### config.mk
export PLATFORM = sky130hd
export DESIGN_NAME = mem_ctrl
export DESIGN_NICKNAME = d
export VERILOG_FILES = /design/src/rtl/mem_ctrl_pkg.sv /design/src/rtl/mem_ctrl_arbiter.sv /design/src/rtl/mem_ctrl.sv
export SDC_FILE = /design/constraint.sdc
export NUM_CORES = 1
export LEC_CHECK = 0
export BUFFER_PORTS_ARGS = -buffer_cell sky130_fd_sc_hd__clkbuf_2
export CORE_AREA = 4 4 185 187
export DETAILED_ROUTE_END_ITERATION = 12
export DIE_AREA = 0 0 189 191
export SLEW_MARGIN = 20
export SYNTH_ARGS = -nofsm -noshare
export SYNTH_HDL_FRONTEND = slang
export SYNTH_SLANG_ARGS = --single-unit
### constraint.sdc
create_clock -name clk -period 8.7 [get_ports clk]
set_clock_uncertainty 0.05 [all_clocks]
set_input_delay 0.87 -clock clk [delete_from_list [all_inputs] [get_ports clk]]
set_output_delay 0.87 -clock clk [all_outputs]
set_load 0.05 [all_outputs]
### src/rtl/mem_ctrl_pkg.sv
// Shared cache/main-memory types plus the memory controller's FSM and owner encodings.
// Types only; no logic, latency or flow control lives here.
// Imported by every mem_ctrl file and by the caches that talk to it.
package global_defs;

  typedef enum logic {
    READ  = 1'b0,
    WRITE = 1'b1
  } req_type_t;

  localparam int MAIN_MEM_BLOCK_ADDR_WIDTH = 28;
  localparam int BLOCK_DATA_WIDTH          = 64;

  typedef logic [MAIN_MEM_BLOCK_ADDR_WIDTH-1:0] main_mem_block_addr_t;
  typedef logic [BLOCK_DATA_WIDTH-1:0]          block_data_t;

  typedef enum logic [1:0] {
    IDLE  = 2'd0,
    ISSUE = 2'd1,
    WAIT  = 2'd2,
    RESP  = 2'd3
  } mem_ctrl_state_t;

  typedef enum logic {
    ICACHE_OWNER = 1'b0,
    DCACHE_OWNER = 1'b1
  } mem_ctrl_owner_t;

endpackage

### src/rtl/mem_ctrl_arbiter.sv
// Picks icache or dcache for the main-memory port; icache favoured, dcache wins after STARVE_LIMIT.
// Latency: grants are combinational in the same cycle; the starvation counter updates on the clock.
// Backpressure: grants only while idle; an unserved requester just keeps valid high.
module mem_ctrl_arbiter
  import global_defs::*;
#(
  parameter int STARVE_LIMIT     = 4,
  parameter int STARVE_CNT_WIDTH = $clog2(STARVE_LIMIT + 1)
) (
  input  logic clk,
  input  logic rst,
  input  logic idle,
  input  logic icache_req_valid,
  input  logic dcache_req_valid,
  output logic grant_i,
  output logic grant_d
);

  logic [STARVE_CNT_WIDTH-1:0] starve_cnt;
  logic                        starved;

  assign starved = (starve_cnt == STARVE_CNT_WIDTH'(STARVE_LIMIT));
  assign grant_i = idle & icache_req_valid & ~(starved & dcache_req_valid);
  assign grant_d = idle & dcache_req_valid & (~icache_req_valid | starved);

  // grant_i with dcache waiting implies not starved, so the count saturates at STARVE_LIMIT
  always_ff @(posedge clk or posedge rst) begin
    if (rst) begin
      starve_cnt <= '0;
    end else if (grant_d || (idle && !dcache_req_valid)) begin
      starve_cnt <= '0;
    end else if (grant_i && dcache_req_valid && !starved) begin
      starve_cnt <= starve_cnt + 1'b1;
    end
  end

endmodule

### src/rtl/mem_ctrl.sv
// Funnels icache/dcache block requests onto one main-memory port, one transaction in flight.
// Latency: grant -> ISSUE next cycle; response pulse one cycle after main_mem_resp_valid.
// Backpressure: cache readies stay low outside IDLE; ISSUE holds until main_mem_req_ready.
module mem_ctrl
  import global_defs::*;
#(
  parameter int STARVE_LIMIT     = 4,
  parameter int STARVE_CNT_WIDTH = $clog2(STARVE_LIMIT + 1)
) (
  input  logic                 clk,
  input  logic                 rst,

  input  logic                 icache_req_valid,
  input  req_type_t            icache_req_type,
  input  main_mem_block_addr_t icache_req_block_addr,
  input  block_data_t          icache_req_block_data,
  output logic                 icache_req_ready,
  output logic                 icache_resp_valid,
  output block_data_t          icache_resp_block_data,

  input  logic                 dcache_req_valid,
  input  req_type_t            dcache_req_type,
  input  main_mem_block_addr_t dcache_req_block_addr,
  input  block_data_t          dcache_req_block_data,
  output logic                 dcache_req_ready,
  output logic                 dcache_resp_valid,
  output block_data_t          dcache_resp_block_data,

  output logic                 main_mem_req_valid,
  output req_type_t            main_mem_req_type,
  output main_mem_block_addr_t main_mem_req_block_addr,
  output block_data_t          main_mem_req_block_data,
  input  logic                 main_mem_req_ready,
  input  logic                 main_mem_resp_valid,
  input  block_data_t          main_mem_resp_block_data
);

  mem_ctrl_state_t      state, state_nxt;
  mem_ctrl_owner_t      owner;
  req_type_t            req_type_q;
  main_mem_block_addr_t req_addr_q;
  block_data_t          req_data_q;
  block_data_t          resp_data_q;
  logic                 idle;
  logic                 grant_i, grant_d;

  // readies must read 0 while reset is held, even though state already shows IDLE
  assign idle = (state == IDLE) & ~rst;

  mem_ctrl_arbiter #(
    .STARVE_LIMIT    (STARVE_LIMIT),
    .STARVE_CNT_WIDTH(STARVE_CNT_WIDTH)
  ) u_arbiter (
    .clk             (clk),
    .rst             (rst),
    .idle            (idle),
    .icache_req_valid(icache_req_valid),
    .dcache_req_valid(dcache_req_valid),
    .grant_i         (grant_i),
    .grant_d         (grant_d)
  );

  assign icache_req_ready = grant_i;
  assign dcache_req_ready = grant_d;

  always_ff @(posedge clk or posedge rst) begin
    if (rst) state <= IDLE;
    else     state <= state_nxt;
  end

  always_comb begin
    state_nxt = state;
    case (state)
      IDLE:    if (grant_i || grant_d) state_nxt = ISSUE;
      ISSUE:   if (main_mem_req_ready) state_nxt = WAIT;
      WAIT:    if (main_mem_resp_valid) state_nxt = RESP;
      RESP:    state_nxt = IDLE;
      default: state_nxt = IDLE;
    endcase
  end

  always_ff @(posedge clk or posedge rst) begin
    if (rst) begin
      owner       <= ICACHE_OWNER;
      req_type_q  <= READ;
      req_addr_q  <= '0;
      req_data_q  <= '0;
      resp_data_q <= '0;
    end else begin
      if (grant_i || grant_d) begin
        owner      <= grant_d ? DCACHE_OWNER : ICACHE_OWNER;
        req_type_q <= grant_d ? dcache_req_type : icache_req_type;
        req_addr_q <= grant_d ? dcache_req_block_addr : icache_req_block_addr;
        req_data_q <= grant_d ? dcache_req_block_data : icache_req_block_data;
      end
      // writes echo the sent data so the cache refill stays consistent with memory
      if (state == WAIT && main_mem_resp_valid) begin
        resp_data_q <= (req_type_q == WRITE) ? req_data_q : main_mem_resp_block_data;
      end
    end
  end

  assign main_mem_req_valid      = (state == ISSUE);
  assign main_mem_req_type       = req_type_q;
  assign main_mem_req_block_addr = req_addr_q;
  assign main_mem_req_block_data = req_data_q;

  assign icache_resp_valid      = (state == RESP) && (owner == ICACHE_OWNER);
  assign dcache_resp_valid      = (state == RESP) && (owner == DCACHE_OWNER);
  assign icache_resp_block_data = resp_data_q;
  assign dcache_resp_block_data = resp_data_q;

  a_one_ready: assert property (@(posedge clk) disable iff (rst)
    !(icache_req_ready && dcache_req_ready));
  a_one_resp: assert property (@(posedge clk) disable iff (rst)
    !(icache_resp_valid && dcache_resp_valid));
  a_resp_in_resp: assert property (@(posedge clk) disable iff (rst)
    (icache_resp_valid || dcache_resp_valid) |-> (state == RESP));
  a_req_stable: assert property (@(posedge clk) disable iff (rst)
    (main_mem_req_valid && !main_mem_req_ready) |=>
      (main_mem_req_valid && $stable(main_mem_req_type) &&
       $stable(main_mem_req_block_addr) && $stable(main_mem_req_block_data)));

endmodule

==> summary.md, run 1 <==
| Metric | Value |
|---|---|
| Leak | 5.79 nW |
| CP Launch Type | flop |
| Post-Synth XOR/XNOR Area | 0 |
| Final setup violating endpoints | 0 |
| Max Cap Violations | 0 |
| Slowest CP cell | nor2b_1 |
| Port buffer count | 481 |
| Io pins | 482 |
| WP buf/inv | 3 |
| Net Sw Frac | 0.589 |
| Number of synthesized flops with an enable pin | 0 |
| Avg Vias per Cell | 4.44 |
| Clock share of power | 0.135 |
| Crit Reg-Reg Endpoint | main_mem_req_block_addr[19]$_DFFE_PP0P_ |
| H-tree Lvls | 4 |
| Largest net degree at the start of global routing | 79 |
| First-pass GRT wire length | 43,600 um |
| Post-CTS setup buffers | 0 |
| Max-slew violation count | 0 |
| NetSw | 3.25 mW |
| Internal Power | 2.26 mW |
| Drt first-iter violations | 357 |
| CTS hold repair buffers | 0 |
| Core ar. | 32,500 um^2 |
| CTS Buf Count | 17 |
| Worst hold slack | 0.398 ns |
| 1st-pass router iterations | 5 |
| CP max stage delay | 0.66 ns |
| Routed vias | 7,686 |
| WP data arrival | 2.88 ns |
| Site Rows | 66 |
| Final Critical Period | 3.80 ns |
| Met2 global-route usage | 0.276 |
| Hpwl dp | 22,200 um |
| Clk Tree Root Cell | clkbuf_16 |
| Combinational share of power | 0.594 |
| Cell count of the worst reg-to-reg path | 9 |
| Layout fillers | 3,448 |
| Vias in the first global route | 7,525 |
| Pwr Density | 509 nW/um^2 |
| Final ANT Viol Nets | 0 |
| Setup TNS | 0 ns |
| Routability cong. | 0.802 |
| Clk Latency, worst-skew pair | 0.43 ns |
| Residual DRC | 0 |
| Fin area | 10,800 um^2 |
| Overflow after GRT | 0 |
| Post-route clock period utilization | 0.437 |
| Post-Synth Simple-Gate Area | 0.126 |
| Total GRT Usage | 0.155 |
| Crit Path Max Fanout | 42 |
| YS warnings | 0 |
| Yosys top cell by area | dfrtp_1 |
| Slew Limit Headroom | 0.374 |
| Synth Area per Inst | 8.97 um^2 |
| Worst setup path category | flop to output pin |
| Reg2reg start | state[1]$_DFFE_PP0P_ |
| Synth area leaders | dfrtp_1 (51%), a21oi_1 (16%), mux2i_1 (8.1%), nor2_1 (7.4%), buf_4 (6.2%) |
| DIE WIDTH | 189 um |
| WL final | 29,800 um |
| Layout area overhead | 35.4% |
| Synth Instances | 891 |
| Share of layout cells above drive strength 1 | 0.412 |
| Cell Chain, Critical Path | inv_1 -> ha_1 -> nor2b_1 -> nand3_4 -> clkinv_2 -> clkbuf_2 |
| Initial Util | 0.246 |
| Dpl cell area | 10,300 um^2 |
| GR Util met3 | 0.0482 |
| Final Hold Fails | 0 |
| Crit path max-delay family | simple AND/OR/NAND/NOR gates |
| Clock transition at the registers of the reported paths | 0.07 ns |
| Reg2reg setup slack | 4.95 ns |
| Area share of the leading cell type in the synthesized netlist | 0.510 |
| Distinct cells, synth | 29 |
| Netlist Area Pre-Place | 7990 um^2 |
| Synth Area in Compound Gates | 0.166 |
| Antenna violations before repair | 1 |
| Diodes inserted | 0 |
| Grt peak-use layer | met2 |
| Worst-Margin Slew | 0.939 ns |
| Synth Area in Adders | 0.00939 |
| CP endpoint kind | output pin |
| Worst path required time | 7.78 ns |
| Synth async-reset ratio | 1.00 |
| Hold crit path type | input port to async pin |
| Placed insts | 1,698 |
| Worst vdd ir | 0.222 mV |
| Synth cell count leaders | a21oi_1 (250), dfrtp_1 (163), nor2_1 (157), nand2_1 (98), buf_4 (66) |
| Syn_nets | 1,153 |
| Layout Cells excl Fill | 1,730 |
| Sequential fraction of the synthesis area | 0.510 |
| Seq pwr share | 0.272 |
| Die area | 36,100 um^2 |
| Combinational family with the most area after synthesis | compound AO/OA/AOI/OAI gates |
| Mean routed wirelength per cell | 17.2 um |
| Met1 Use GR | 0.183 |
| NumNets Final | 1,537 |
| RSZ-0062 raised after global routing | false |
| Post-cts sizing count | 0 |
| Fmax | 0.263 GHz |
| Most numerous cell in the Yosys netlist | a21oi_1 |
| Status | finished clean |
| TritonCTS clock tree | done |
| Multiplexer share of the synthesized area | 0.0828 |
| Main synth FF type | dfrtp_1 |
| #FFs+latches synth | 163 |
| Die height | 191 um |
| Num Clock Sinks | 163 |
| Clock buffer depth | 2 |
==> layout by cell type, fill, tap and decap left out, drive strengths merged, types with 2 or more instances in the layout <==
cell,n
inv,13
buf,10
o21ai,2
nand2,98
dfrtp,163
a21oi,250
and2,2
mux2i,65
nor2,157
nor2b,3
clkinvlp,5
clkbuf,498
clkinv,3
nand3,2
ha,6
==> metrics by stage <==
| step | util | setup WS [ns] | total power, mW |
|---|---|---|---|
| after floorplan | - | 3.38 | 4.13 |
| after global placement | 0.316 | 4.73 | 4.77 |
| after detailed placement | 0.316 | 4.65 | 4.81 |
| after CTS | 0.333 | 4.84 | 5.57 |
| after global routing | 0.333 | 4.60 | 5.80 |
| final | 0.333 | 4.90 | 5.51 |
==> state kept, by name (all words and copies together) (netlist names) <==
| signal | cells |
|---|---|
| dcache_resp_block_data | 64 |
| main_mem_req_block_addr | 28 |
| main_mem_req_block_data | 64 |
| main_mem_req_type | 1 |
| owner | 1 |
| state | 2 |
| u_arbiter.starve_cnt | 3 |
==> worst max path at each step <==
| stage | from | end | slack [ns] | cells past startpoint |
|---|---|---|---|---|
| 6_report | state[1]$_DFFE_PP0P_ | dcache_req_ready | 4.90 | 6 |
| 5_1_grt | state[1]$_DFFE_PP0P_ | dcache_req_ready | 4.60 | 6 |
| 4_1_cts | state[1]$_DFFE_PP0P_ | dcache_req_ready | 4.84 | 6 |
| 3_5_place_dp | rst | main_mem_req_block_addr[19]$_DFFE_PP0P_ | 4.65 | 8 |
| 3_3_place_gp | rst | main_mem_req_type$_DFFE_PP0P_ | 4.73 | 8 |
| 2_1_floorplan | rst | dcache_resp_block_data[0]$_DFFE_PP0P_ | 3.38 | 1 |
==> power by group through the flow <==
stage	Clock, mW	Combinational (mW)	Sequential, mW
after floorplan	0	1.52	2.61
after global placement	0	3.27	1.50
after detailed placement	0	3.30	1.51
after CTS	0.769	3.30	1.50
after global routing	0.801	3.45	1.55
final	0.741	3.27	1.50
==> worst reg2reg max path: cells and delay by family, from the launching register on <==
family          cells  cell delay [ns]
buf+inv             4             1.34
simple gates        2             1.26
compound gates      2             0.42
flops               1             0.42
fa+ha+maj           1             0.18
==> cell type report <==
class / count / area, um^2 / area share
Clock buffer: 17 / 425 / 0.0393
Clock inverter: 15 / 145 / 0.0134
Inverter: 7 / 32.5 / 0.00301
Multi-Input combinational cell: 595 / 3100 / 0.287
Sequential cell: 163 / 4080 / 0.377
Tap cell: 442 / 553 / 0.0511
Timing Repair Buffer: 491 / 2480 / 0.229
==> per-layer routing <==
layer  up-vias  wire [um]
li1       3681          -
met1      3639      11800
met3        32       2180
met4         2        528
met2       332      15300
met5         -         13
==> logic make-up after synthesis <==
| logic type | count (synthesis) |
|---|---|
| AO/OA/AOI/OAI | 260 |
| adder cells (fa/ha/maj) | 6 |
| buffers and inverters | 133 |
| flip-flops | 163 |
| multiplexers | 66 |
| AND/OR/NAND/NOR | 263 |
(Power assumes the default switching activity.)
==> run 2: changes to the inputs <==
==> constraint.sdc (replaced) <==
create_clock -name clk -period 3.5 [get_ports clk]
set_clock_uncertainty 0.05 [all_clocks]
set_input_delay 0.35 -clock clk [delete_from_list [all_inputs] [get_ports clk]]
set_output_delay 0.35 -clock clk [all_outputs]
set_load 0.05 [all_outputs]
==> run 2 against run 1 <==
The flow now finishes with violations (hold timing). Critical path depth rose by 1. Clock power rose to 2.7 times the previous value. Worst setup slack got worse by 4.2 ns.
==> summary.md, run 2 (synthesis gave the netlist of run 1 again) <==
| Metric | Value |
|---|---|
| Status | complete, but fails checks |
| Failing checks | hold timing |
| RSZ-0062 raised after global routing | false |
| Slowest CP cell | clkinv_2 |
| Total GRT Usage | 0.152 (-0.00339) |
| Hpwl dp | 21,600 um (-2.4%) |
| Post-route clock period utilization | 0.796 |
| Crit path max-delay family | buffers and inverters |
| Combinational share of power | 0.595 (about the same) |
| Diodes inserted | 0 (unchanged) |
| CTS hold repair buffers | 0 (unchanged) |
| NumNets Final | 1,541 (+0.26%) |
| H-tree Lvls | 4 (unchanged) |
| Layout area overhead | 37.4% |
| NetSw | 8.00 mW (+150%) |
| CP Launch Type | flop |
| 1st-pass router iterations | 5 (unchanged) |
| Most frequent cells in the layout | clkbuf_2 (481), a21oi_1 (250), dfrtp_1 (162) |
| Io pins | 482 (unchanged) |
| Clock buffer depth | 2 (unchanged) |
| Routed vias | 7,688 (+0.026%) |
| Cell Chain, Critical Path | inv_1 -> ha_1 -> nor2b_1 -> buf_4 -> nand3_4 -> clkinv_2 -> clkbuf_2 |
| Worst path required time | 3.10 ns (-4.68 ns) |
| Post-cts sizing count | 0 (unchanged) |
| Layout Cells excl Fill | 1,734 (+0.23%) |
| Site Rows | 66 (unchanged) |
| Placed insts | 1,702 (+0.24%) |
| CP max stage delay | 0.44 ns (-0.22 ns) |
| Final Hold Fails | 10 (+10) |
| Clock share of power | 0.144 (+0.009) |
| Leak | 5.86 nW (+1.2%) |
| Setup TNS | 0 ns (unchanged) |
| Worst path depth | 7 (+1) |
| CP endpoint kind | output pin |
| Dpl cell area | 10,400 um^2 (+1.0%) |
| Fmax | 0.359 GHz |
| Avg Vias per Cell | 4.43 (-0.20%) |
| Seq pwr share | 0.261 (-0.011) |
| Residual DRC | 0 (unchanged) |
| Pwr Density | 1260 nW/um^2 (+150%) |
| Core ar. | 32,500 um^2 (unchanged) |
| Final Critical Period | 2.79 ns |
| CTS Buf Count | 17 (unchanged) |
| Clock transition at the registers of the reported paths | 0.06 ns (about the same) |
| Num Clock Sinks | 163 (unchanged) |
| Max Cap Violations | 0 (unchanged) |
| Place WS | 0.912 ns (-3.73 ns) |
| DIE WIDTH | 189 um (unchanged) |
| Commonest non-fill, non-tap cell in the layout | clkbuf_2 |
| Die area | 36,100 um^2 (unchanged) |
| WP buf/inv | 4 (+1) |
| Internal Power | 5.88 mW (+160%) |
| Port buffer count | 481 (unchanged) |
| Clk Tree Root Cell | clkbuf_16 |
| Core Util, Final | 0.338 (+0.00501) |
| Initial Util | 0.246 (unchanged) |
| Cell count of the worst reg-to-reg path | 9 (unchanged) |
| Worst hold slack | -0.0117 ns (-0.410 ns) |
| Vias in the first global route | 7,517 (-0.11%) |
| Slew Limit Headroom | 0.564 (+0.190) |
| Drt first-iter violations | 418 (+17%) |
| WP data arrival | 2.39 ns (-0.49 ns) |
| Hold crit path type | input port to async pin |
| Crit Path Max Fanout | 35 (-17%) |
| Worst setup path category | flop to output pin |
| First-pass GRT wire length | 43,100 um (-1.0%) |
| Fin area | 11,000 um^2 (+1.5%) |
| Clk Latency, worst-skew pair | 0.43 ns (about the same) |
| Worst vdd ir | 0.577 mV (+160%) |
| Antenna violations before repair | 0 (-1) |
| Die height | 191 um (unchanged) |
| Final setup violating endpoints | 0 (unchanged) |
| Layout fillers | 3,439 (-0.26%) |
| Mean routed wirelength per cell | 16.6 um (-3.7%) |
| Routability cong. | 0.816 (+1.7%) |
| Setup WS post-layout | 0.715 ns (-4.18 ns) |
| Max-slew violation count | 0 (unchanged) |
| Largest net degree at the start of global routing | 85 (+7.6%) |
| TritonCTS clock tree | done |
| Overflow after GRT | 0 (unchanged) |
| Worst-Margin Slew | 0.654 ns (-0.285 ns) |
| Share of layout cells above drive strength 1 | 0.414 (+0.00182) |
| Final ANT Viol Nets | 0 (unchanged) |
| Post-CTS setup buffers | 0 (unchanged) |
| Net Sw Frac | 0.576 (-0.0126) |
| WL final | 28,800 um (-3.5%) |
## run 2: changes by cell type in the layout (fill, tap and decap cells not counted)
cell,change
buf_12,+6
buf_4,-2
bufinv_16,+2
clkbuf_8,+4
clkinv_2,+1
clkinvlp_4,-1
inv_6,-5
inv_8,-1
## run 2: path summary, 6_finish.rpt
kind	from	end	slack, ns
worst max-delay path	state[0]$_DFFE_PP0P_	dcache_req_ready	0.71
worst min-delay path	rst	dcache_resp_block_data[20]$_DFFE_PP0P_	-0.01
min in group clk	icache_req_block_data[61]	main_mem_req_block_data[61]$_DFFE_PP0P_	0.07
max in group asynchronous	rst	main_mem_req_block_data[30]$_DFFE_PP0P_	2.95
worst max register to register	state[0]$_DFFE_PP0P_	main_mem_req_block_data[42]$_DFFE_PP0P_	0.90
worst min register to register	owner$_DFFE_PP0P_	owner$_DFFE_PP0P_	0.45
## run 2: power by group through the flow
stage	logic [mW]	clock network [mW]	registers, mW
after floorplan	3.77	0	6.49
after global placement	8.25	0	3.63
after detailed placement	8.34	0	3.65
after CTS	8.34	2.07	3.63
after global routing	8.71	2.15	3.75
final	8.25	2.00	3.62
## run 2: area by class of cell
type                       count  area, um^2  area share
clock buffer                  21         480      0.0437
clock inverter                11         149      0.0136
inverter                       7        31.3     0.00285
multi-input combinational    595        3100       0.282
sequential                   163        4080       0.372
tap                          442         553      0.0503
timing repair buffer         495        2590       0.236
## run 2: worst register-to-register path, stage by stage, from the launching register on
cell	delay, ns
dfrtp_1	0.40
inv_1	0.08
ha_1	0.22
nor2b_1	0.14
buf_4	0.17
nand3_4	0.09
buf_4	0.42
buf_4	0.60
nand2_1	0.20
a21oi_1	0.16
## run 2: metrics by stage
step                      total power, mW  hold WS [ns]
after global routing                 14.6        0.0317
after detailed placement             12.0         0.435
after global placement               11.9         0.439
after floorplan                      10.3         0.412
final                                13.9       -0.0117
after CTS                            14.0       0.00609
## run 2: routing by layer
metal  vias to the layer above  GRT usage  share of wire
met5                         -          0              0
met4                         0     0.0443          0.018
met3                        35     0.0425          0.075
met2                       342      0.266           0.52
met1                      3621      0.183           0.39
li1                       3690          -              -
